[config.mk]
export PLATFORM = sky130hd
export DESIGN_NAME = dm_cache_ctrl
export DESIGN_NICKNAME = d
export VERILOG_FILES = /design/src/rtl/dm_cache_pkg.sv /design/src/rtl/dm_cache_datapath.sv /design/src/rtl/dm_cache_ctrl.sv
export SDC_FILE = /design/constraint.sdc
export NUM_CORES = 2
export LEC_CHECK = 0
export ABC_AREA = 1
export CAP_MARGIN = 15
export CELL_PAD_IN_SITES_DETAIL_PLACEMENT = 0
export CELL_PAD_IN_SITES_GLOBAL_PLACEMENT = 1
export CORE_ASPECT_RATIO = 1.25
export CORE_UTILIZATION = 32
export DETAILED_ROUTE_END_ITERATION = 10
export PLACE_DENSITY = 0.67
export SLEW_MARGIN = 20
export SYNTH_ARGS = -nofsm -noshare
export SYNTH_HDL_FRONTEND = slang
export SYNTH_SLANG_ARGS = --single-unit
[constraint.sdc]
create_clock -name clk -period 15.03 [get_ports clk]
set_input_delay 1.503 -clock clk [delete_from_list [all_inputs] [get_ports clk]]
set_output_delay 1.503 -clock clk [all_outputs]
set_load 0.02 [all_outputs]
[src/rtl/dm_cache_pkg.sv]
`default_nettype none
// ============================================================================
//  Module      : dm_cache_pkg
//  Description : Shared types and geometry for the direct-mapped write-back
//                cache controller (8 sets x 32-byte lines, 32-bit words).
//  Revision    : 1.0 - initial release
// ============================================================================
package dm_cache_pkg;

  localparam int S_TAG    = 24;
  localparam int S_INDEX  = 3;
  localparam int S_OFFSET = 5;
  localparam int S_LINE   = 256;
  localparam int NUM_SETS = 8;

  typedef enum logic [1:0] {
    CHECK = 2'd0,
    WB    = 2'd1,
    FILL  = 2'd2
  } state_t;

  typedef logic [S_TAG-1:0]   tag_t;
  typedef logic [S_INDEX-1:0] index_t;
  typedef logic [S_LINE-1:0]  line_t;

  // Line-aligned physical address for a tag/set pair
  function automatic logic [31:0] line_addr(input tag_t tag, input index_t idx);
    return {tag, idx, {S_OFFSET{1'b0}}};
  endfunction

endpackage
`default_nettype wire

[src/rtl/dm_cache_datapath.sv]
`default_nettype none
// ============================================================================
//  Module      : dm_cache_datapath
//  Description : Storage and steering for the direct-mapped cache: data, tag
//                and dirty stores, valid vector, byte merge for write hits,
//                hit compare and the physical-memory address/data mux.
//  Revision    : 1.0 - initial release
// ============================================================================
module dm_cache_datapath
  import dm_cache_pkg::*;
(
  input  logic        clk,
  input  logic        rst,
  input  logic [31:0] i_addr,
  input  logic [31:0] i_wdata,
  input  logic [3:0]  i_be,
  input  logic        i_wr_hit,
  input  logic        i_fill_ld,
  input  line_t       i_fill_line,
  input  logic        i_sel_wb,
  input  logic        i_sel_fill,
  output logic        o_hit,
  output logic        o_victim_dirty,
  output logic [31:0] o_rdata,
  output logic [31:0] o_pmem_addr,
  output line_t       o_pmem_wdata
);

  tag_t       w_tag;
  index_t     w_index;
  logic [2:0] w_word;
  logic       w_unused;

  assign w_tag    = i_addr[31:8];
  assign w_index  = i_addr[7:5];
  assign w_word   = i_addr[4:2];
  // Requests are word aligned; the byte offset carries no information
  assign w_unused = ^i_addr[1:0];

  line_t                r_data  [NUM_SETS];
  tag_t                 r_tag   [NUM_SETS];
  logic                 r_dirty [NUM_SETS];
  logic [NUM_SETS-1:0]  r_valid;

  line_t       w_line;
  line_t       w_merged;
  logic [31:0] w_word_new;

  assign w_line         = r_data[w_index];
  assign o_hit          = r_valid[w_index] && (r_tag[w_index] == w_tag);
  assign o_victim_dirty = r_valid[w_index] && r_dirty[w_index];
  assign o_rdata        = w_line[{w_word, 5'b0} +: 32];

  // Overlay the enabled bytes of the CPU word onto the resident line
  always_comb begin
    w_word_new = w_line[{w_word, 5'b0} +: 32];
    for (int b = 0; b < 4; b++) begin
      if (i_be[b]) w_word_new[8*b +: 8] = i_wdata[8*b +: 8];
    end
    w_merged = w_line;
    w_merged[{w_word, 5'b0} +: 32] = w_word_new;
  end

  // Data/tag/dirty stores: a fill replaces the whole line, a write hit dirties it
  always_ff @(posedge clk) begin
    if (i_fill_ld) begin
      r_data[w_index]  <= i_fill_line;
      r_tag[w_index]   <= w_tag;
      r_dirty[w_index] <= 1'b0;
    end else if (i_wr_hit) begin
      r_data[w_index]  <= w_merged;
      r_dirty[w_index] <= 1'b1;
    end
  end

  // Valid bits are the only storage that must come out of reset known
  always_ff @(posedge clk or posedge rst) begin
    if (rst) begin
      r_valid <= '0;
    end else if (i_fill_ld) begin
      r_valid[w_index] <= 1'b1;
    end
  end

  // Victim address during writeback, requested line during fill, else zero
  always_comb begin
    o_pmem_addr  = '0;
    o_pmem_wdata = '0;
    if (i_sel_wb) begin
      o_pmem_addr  = line_addr(r_tag[w_index], w_index);
      o_pmem_wdata = w_line;
    end else if (i_sel_fill) begin
      o_pmem_addr  = line_addr(w_tag, w_index);
    end
  end

endmodule
`default_nettype wire

[src/rtl/dm_cache_ctrl.sv]
`default_nettype none
// ============================================================================
//  Module      : dm_cache_ctrl
//  Description : Direct-mapped, write-back, write-allocate cache controller.
//                CPU word requests hit in CHECK with a same-cycle response;
//                misses write back a dirty victim (WB) then fill (FILL).
//                Optional hit/miss counters are enabled by defining the
//                macro CACHE_PERF_CNT_EN.
//  Revision    : 1.0 - initial release
// ============================================================================
module dm_cache_ctrl
  import dm_cache_pkg::*;
(
  input  logic         clk,
  input  logic         rst,
  input  logic         mem_read,
  input  logic         mem_write,
  input  logic [31:0]  mem_address,
  input  logic [31:0]  mem_wdata,
  input  logic [3:0]   mem_byte_enable,
  output logic [31:0]  mem_rdata,
  output logic         mem_resp,
  output logic         pmem_read,
  output logic         pmem_write,
  output logic [31:0]  pmem_address,
  output logic [255:0] pmem_wdata,
  input  logic [255:0] pmem_rdata,
  input  logic         pmem_resp,
  output logic [31:0]  hit_count,
  output logic [31:0]  miss_count
);

  state_t      r_state;
  logic        r_pmem_read;
  logic        r_pmem_write;

  logic        w_req;
  logic        w_hit;
  logic        w_victim_dirty;
  logic        w_resp;
  logic        w_miss_go;
  logic        w_fill_ld;
  logic [31:0] w_rdata;

  assign w_req     = mem_read | mem_write;
  assign w_resp    = (r_state == CHECK) && w_req && w_hit;
  assign w_miss_go = (r_state == CHECK) && w_req && !w_hit;
  assign w_fill_ld = (r_state == FILL) && pmem_resp;

  assign mem_resp   = w_resp;
  assign mem_rdata  = w_resp ? w_rdata : '0;
  assign pmem_read  = r_pmem_read;
  assign pmem_write = r_pmem_write;

  dm_cache_datapath u_datapath (
    .clk            (clk),
    .rst            (rst),
    .i_addr         (mem_address),
    .i_wdata        (mem_wdata),
    .i_be           (mem_byte_enable),
    .i_wr_hit       (w_resp & mem_write),
    .i_fill_ld      (w_fill_ld),
    .i_fill_line    (pmem_rdata),
    .i_sel_wb       (r_pmem_write),
    .i_sel_fill     (r_pmem_read),
    .o_hit          (w_hit),
    .o_victim_dirty (w_victim_dirty),
    .o_rdata        (w_rdata),
    .o_pmem_addr    (pmem_address),
    .o_pmem_wdata   (pmem_wdata)
  );

  // Miss sequencing; pmem strobes are registered so they change only on state moves
  always_ff @(posedge clk or posedge rst) begin
    if (rst) begin
      r_state      <= CHECK;
      r_pmem_read  <= 1'b0;
      r_pmem_write <= 1'b0;
    end else begin
      case (r_state)
        CHECK: begin
          if (w_miss_go) begin
            if (w_victim_dirty) begin
              r_state      <= WB;
              r_pmem_write <= 1'b1;
            end else begin
              r_state      <= FILL;
              r_pmem_read  <= 1'b1;
            end
          end
        end
        WB: begin
          if (pmem_resp) begin
            r_state      <= FILL;
            r_pmem_write <= 1'b0;
            r_pmem_read  <= 1'b1;
          end
        end
        FILL: begin
          if (pmem_resp) begin
            r_state     <= CHECK;
            r_pmem_read <= 1'b0;
          end
        end
        default: begin
          r_state      <= CHECK;
          r_pmem_read  <= 1'b0;
          r_pmem_write <= 1'b0;
        end
      endcase
    end
  end

`ifdef CACHE_PERF_CNT_EN
  logic        r_recheck;
  logic [31:0] r_hit_cnt;
  logic [31:0] r_miss_cnt;

  // r_recheck marks the first CHECK cycle after a fill so its hit is not counted
  always_ff @(posedge clk or posedge rst) begin
    if (rst) begin
      r_recheck  <= 1'b0;
      r_hit_cnt  <= '0;
      r_miss_cnt <= '0;
    end else begin
      if (w_fill_ld) begin
        r_recheck <= 1'b1;
      end else if (r_state == CHECK) begin
        r_recheck <= 1'b0;
      end
      if (w_resp && !r_recheck) r_hit_cnt  <= r_hit_cnt + 32'd1;
      if (w_miss_go)            r_miss_cnt <= r_miss_cnt + 32'd1;
    end
  end

  assign hit_count  = r_hit_cnt;
  assign miss_count = r_miss_cnt;
`else
  assign hit_count  = '0;
  assign miss_count = '0;
`endif

endmodule
`default_nettype wire

==> impl_metrics.toml <==
[status]
run_status = "finished, final reports clean"

[sta]
setup_violations = 0
drv_slew = 0
period_needed_ns = 9.251
finalClockSkew_ns = 0.08578
rsz0062_at_grt = "false"
slew_headroom = 0.09848
worstMarginPinSlew_ns = 1.347
finalSetupTns_ns = 0
fmax_ghz = 0.1081
finalHoldViolCount = 0
period_share = 0.6155
worst_slack_ns = 5.779

[synthesis]
seq_area_frac_synth = 0.6432
ys_warn_count = 0
synth.avg_cell_area_um2 = 9.377
yosysUniqueCellTypes = 30
netlist_area_um2 = 105400
synth_top_cells_by_count = "nand2_1 (3649), edfxtp_1 (2248), nor2_1 (1426)"
yosys_register_bits = 2260
synthArstFlopShare = 0.005310
ys_top_cells_by_area = "edfxtp_1 (64%), nand2_1 (13%), nor2_1 (5.1%)"
synth_cells = 11242
ys.flop_type = "edfxtp_1"
synth_top_area_cell = "edfxtp_1"
synth_most_common_cell = "nand2_1"
synth_top_area_share = 0.6404
synth-edff-count = 2248

[hold_path]
hold_depth = 2
holdPathEnd = "u_datapath.r_valid[2]"
hp-start = "u_datapath.r_valid[2]"
holdCritPathClass = "flip-flop to flip-flop"

[cts]
postCtsSetupBuffers = 0
cts.clk_slew.worst_paths_ns = 0.06
cts_root_buffer = "clkbuf_16"
cts_buffers = 238
htreeDepth = 4
postCtsHoldBufs = 0
clock_latency_ns = 0.94
cts.sinks = 2260
cts_tree = "done"
clock_path_buffers = 4
cts.repair.resized = 0

[global_routing]
first_global_vias = 71317
antenna_found_initial = 35
grt_max_degree = 206
grt_pass1_wl_mm = 569.6
overflow = 0
grt_usage = 0.2468

[routing]
vias = 79132
via_per_inst = 4.872
ant_nets = 0
totalWireLength_mm = 420.1
first_iter_violations = 7967
avgRoutedWirePerCell_um = 25.86
firstDrtPassIters = 5
drc = 0

[floorplanning]
pin_count = 716
die_area_um2 = 331700
rows = 235
die_x_um = 515.4
coreArea_um2 = 327800
initial_core_util = 0.3215
die_h_um = 643.7

[cells_and_area]
fillerInstances = 32827
nets = 11985
drive_gt1_frac = 0.06047
area_delta_synth_final_pct = 17.25
layout.cells.non_filler = 16242

[place]
place_congestion = 0.9510
dp_cells = 15794
port_buffers = 644
place_hpwl_mm = 280.0
place_ws_ns = 5.932

[critical_path]
rr_startpoint = "u_datapath.r_tag[3][3]"
required_ns = 13.53
worstPathArrival_ns = 7.75
r2r_slack_ns = 9.14
reg2reg_depth = 21
startpoint = "mem_address[5]"
reg2reg_to = "u_datapath.r_data[0][75]"
setup.worst_path.class = "input pin to output port"
cp-end-kind = "output port"
crit_path_max_fanout = 108
critPathLaunchType = "input pin"

[power]
vdd_drop_max_mv = 0.1099
leakagePower_nw = 50.33
power_density_nw_per_um2 = 128.1

[flow_run]
cap_violations = 0
-- metal layers --
| metal | global-route usage | vias to the layer above | share of wire |
|---|---|---|---|
| li1 | - | 37096 | - |
| met1 | 0.3235 | 37971 | 0.41 |
| met2 | 0.3733 | 3336 | 0.44 |
| met3 | 0.04137 | 715 | 0.079 |
| met4 | 0.1670 | 14 | 0.077 |
| met5 | 0 | - | 0.00022 |
-- stage by stage --
stage / hold WS, ns / util / instance area, um^2 / total power (W)
after floorplan: 0.4240 / - / 105700 / 0.008772
after global placement: 0.4365 / 0.3537 / 116000 / 0.01010
after detailed placement: 0.4404 / 0.3538 / 116000 / 0.01011
after CTS: 0.4542 / 0.3768 / 123500 / 0.01588
after global routing: 0.4609 / 0.3769 / 123600 / 0.01625
final: 0.4527 / 0.3770 / 123600 / 0.01583
-- cells by family (layout without fill, tap and decap cells) --
kind of cell               after synthesis  in the layout  share of synthesized area
and+or+nand+nor                       6604           6604                     0.2583
AOI/OAI and AO/OA                      377            377                    0.02167
other                                    1             86                 0.00003557
buffers and inverters                 1994           2525                    0.07613
adders and majority gates                5              5                  0.0005935
xor gates and xnor gates                 1              1                 0.00008310
DFF                                   2260           2260                     0.6432
-- area by class of cell --
type,count,area (um^2),share of cell area
sequential,2260,67810,0.5486
multi-input combinational,7056,30080,0.2433
timing repair buffer,780,7671,0.06206
clock buffer,308,6345,0.05133
tap,4384,5485,0.04438
inverter,1315,4970,0.04021
clock inverter,122,1204,0.009738
antenna,17,42.54,0.0003442
-- sequential cells by signal (all words and copies together), names as in the netlist --
name	cells
u_datapath.r_data	2048
u_datapath.r_tag	192
u_datapath.r_dirty	8
pmem_write	1
u_datapath.r_valid	8
pmem_read	1
r_state	2
-- worst max-delay path, stage by stage --
cell and delay [ns]:
buf_8 0.26, inv_8 0.60, buf_4 0.51, buf_4 0.55, buf_4 0.60, buf_4 0.75
or2_2 0.23, nand2_1 0.05, nand2_1 0.09, nor2_1 0.15, nand2_1 0.27, nand3_1 0.23
nand3_1 0.17, nand2_1 0.07, nor2_1 0.62, clkdlybuf4s50_1 0.75
-- where the power goes --
group	switching, W	total, W	internal [W]
logic	0.00200	0.00273	0.000731
registers	0.0000528	0.00727	0.00722
clock network	0.00249	0.00583	0.00334
total	0.00455	0.0158	0.0113
-- cells in the final DEF (no fill, tap or decap), types with 55 or more instances in the layout --
master,synthesis,layout
conb_1,1,69
inv_1,1311,1307
nor2_1,1426,1402
nand3_1,974,974
nor3_1,194,194
nand2_1,3649,3647
nand3b_1,55,55
clkbuf_16,0,243
clkdlybuf4s50_1,0,638
o211ai_1,154,154
nand4_1,99,99
or2_2,199,199
buf_4,73,120
edfxtp_1,2248,2248
clkbuf_1,332,63
o21ai_0,217,217
-- worst max-delay path by stage --
stage | slack (ns) | endpoint | cells after the start
floorplan | 0.27 | u_datapath.r_data[0][0] | 18
global placement | 5.94 | u_datapath.r_data[0][218] | 23
detailed placement | 5.93 | u_datapath.r_data[0][218] | 23
CTS | 6.03 | mem_rdata[5] | 16
global route | 5.63 | mem_rdata[6] | 16
finish | 5.78 | mem_rdata[5] | 16
Note: power is estimated with default switching activity, not from simulation.
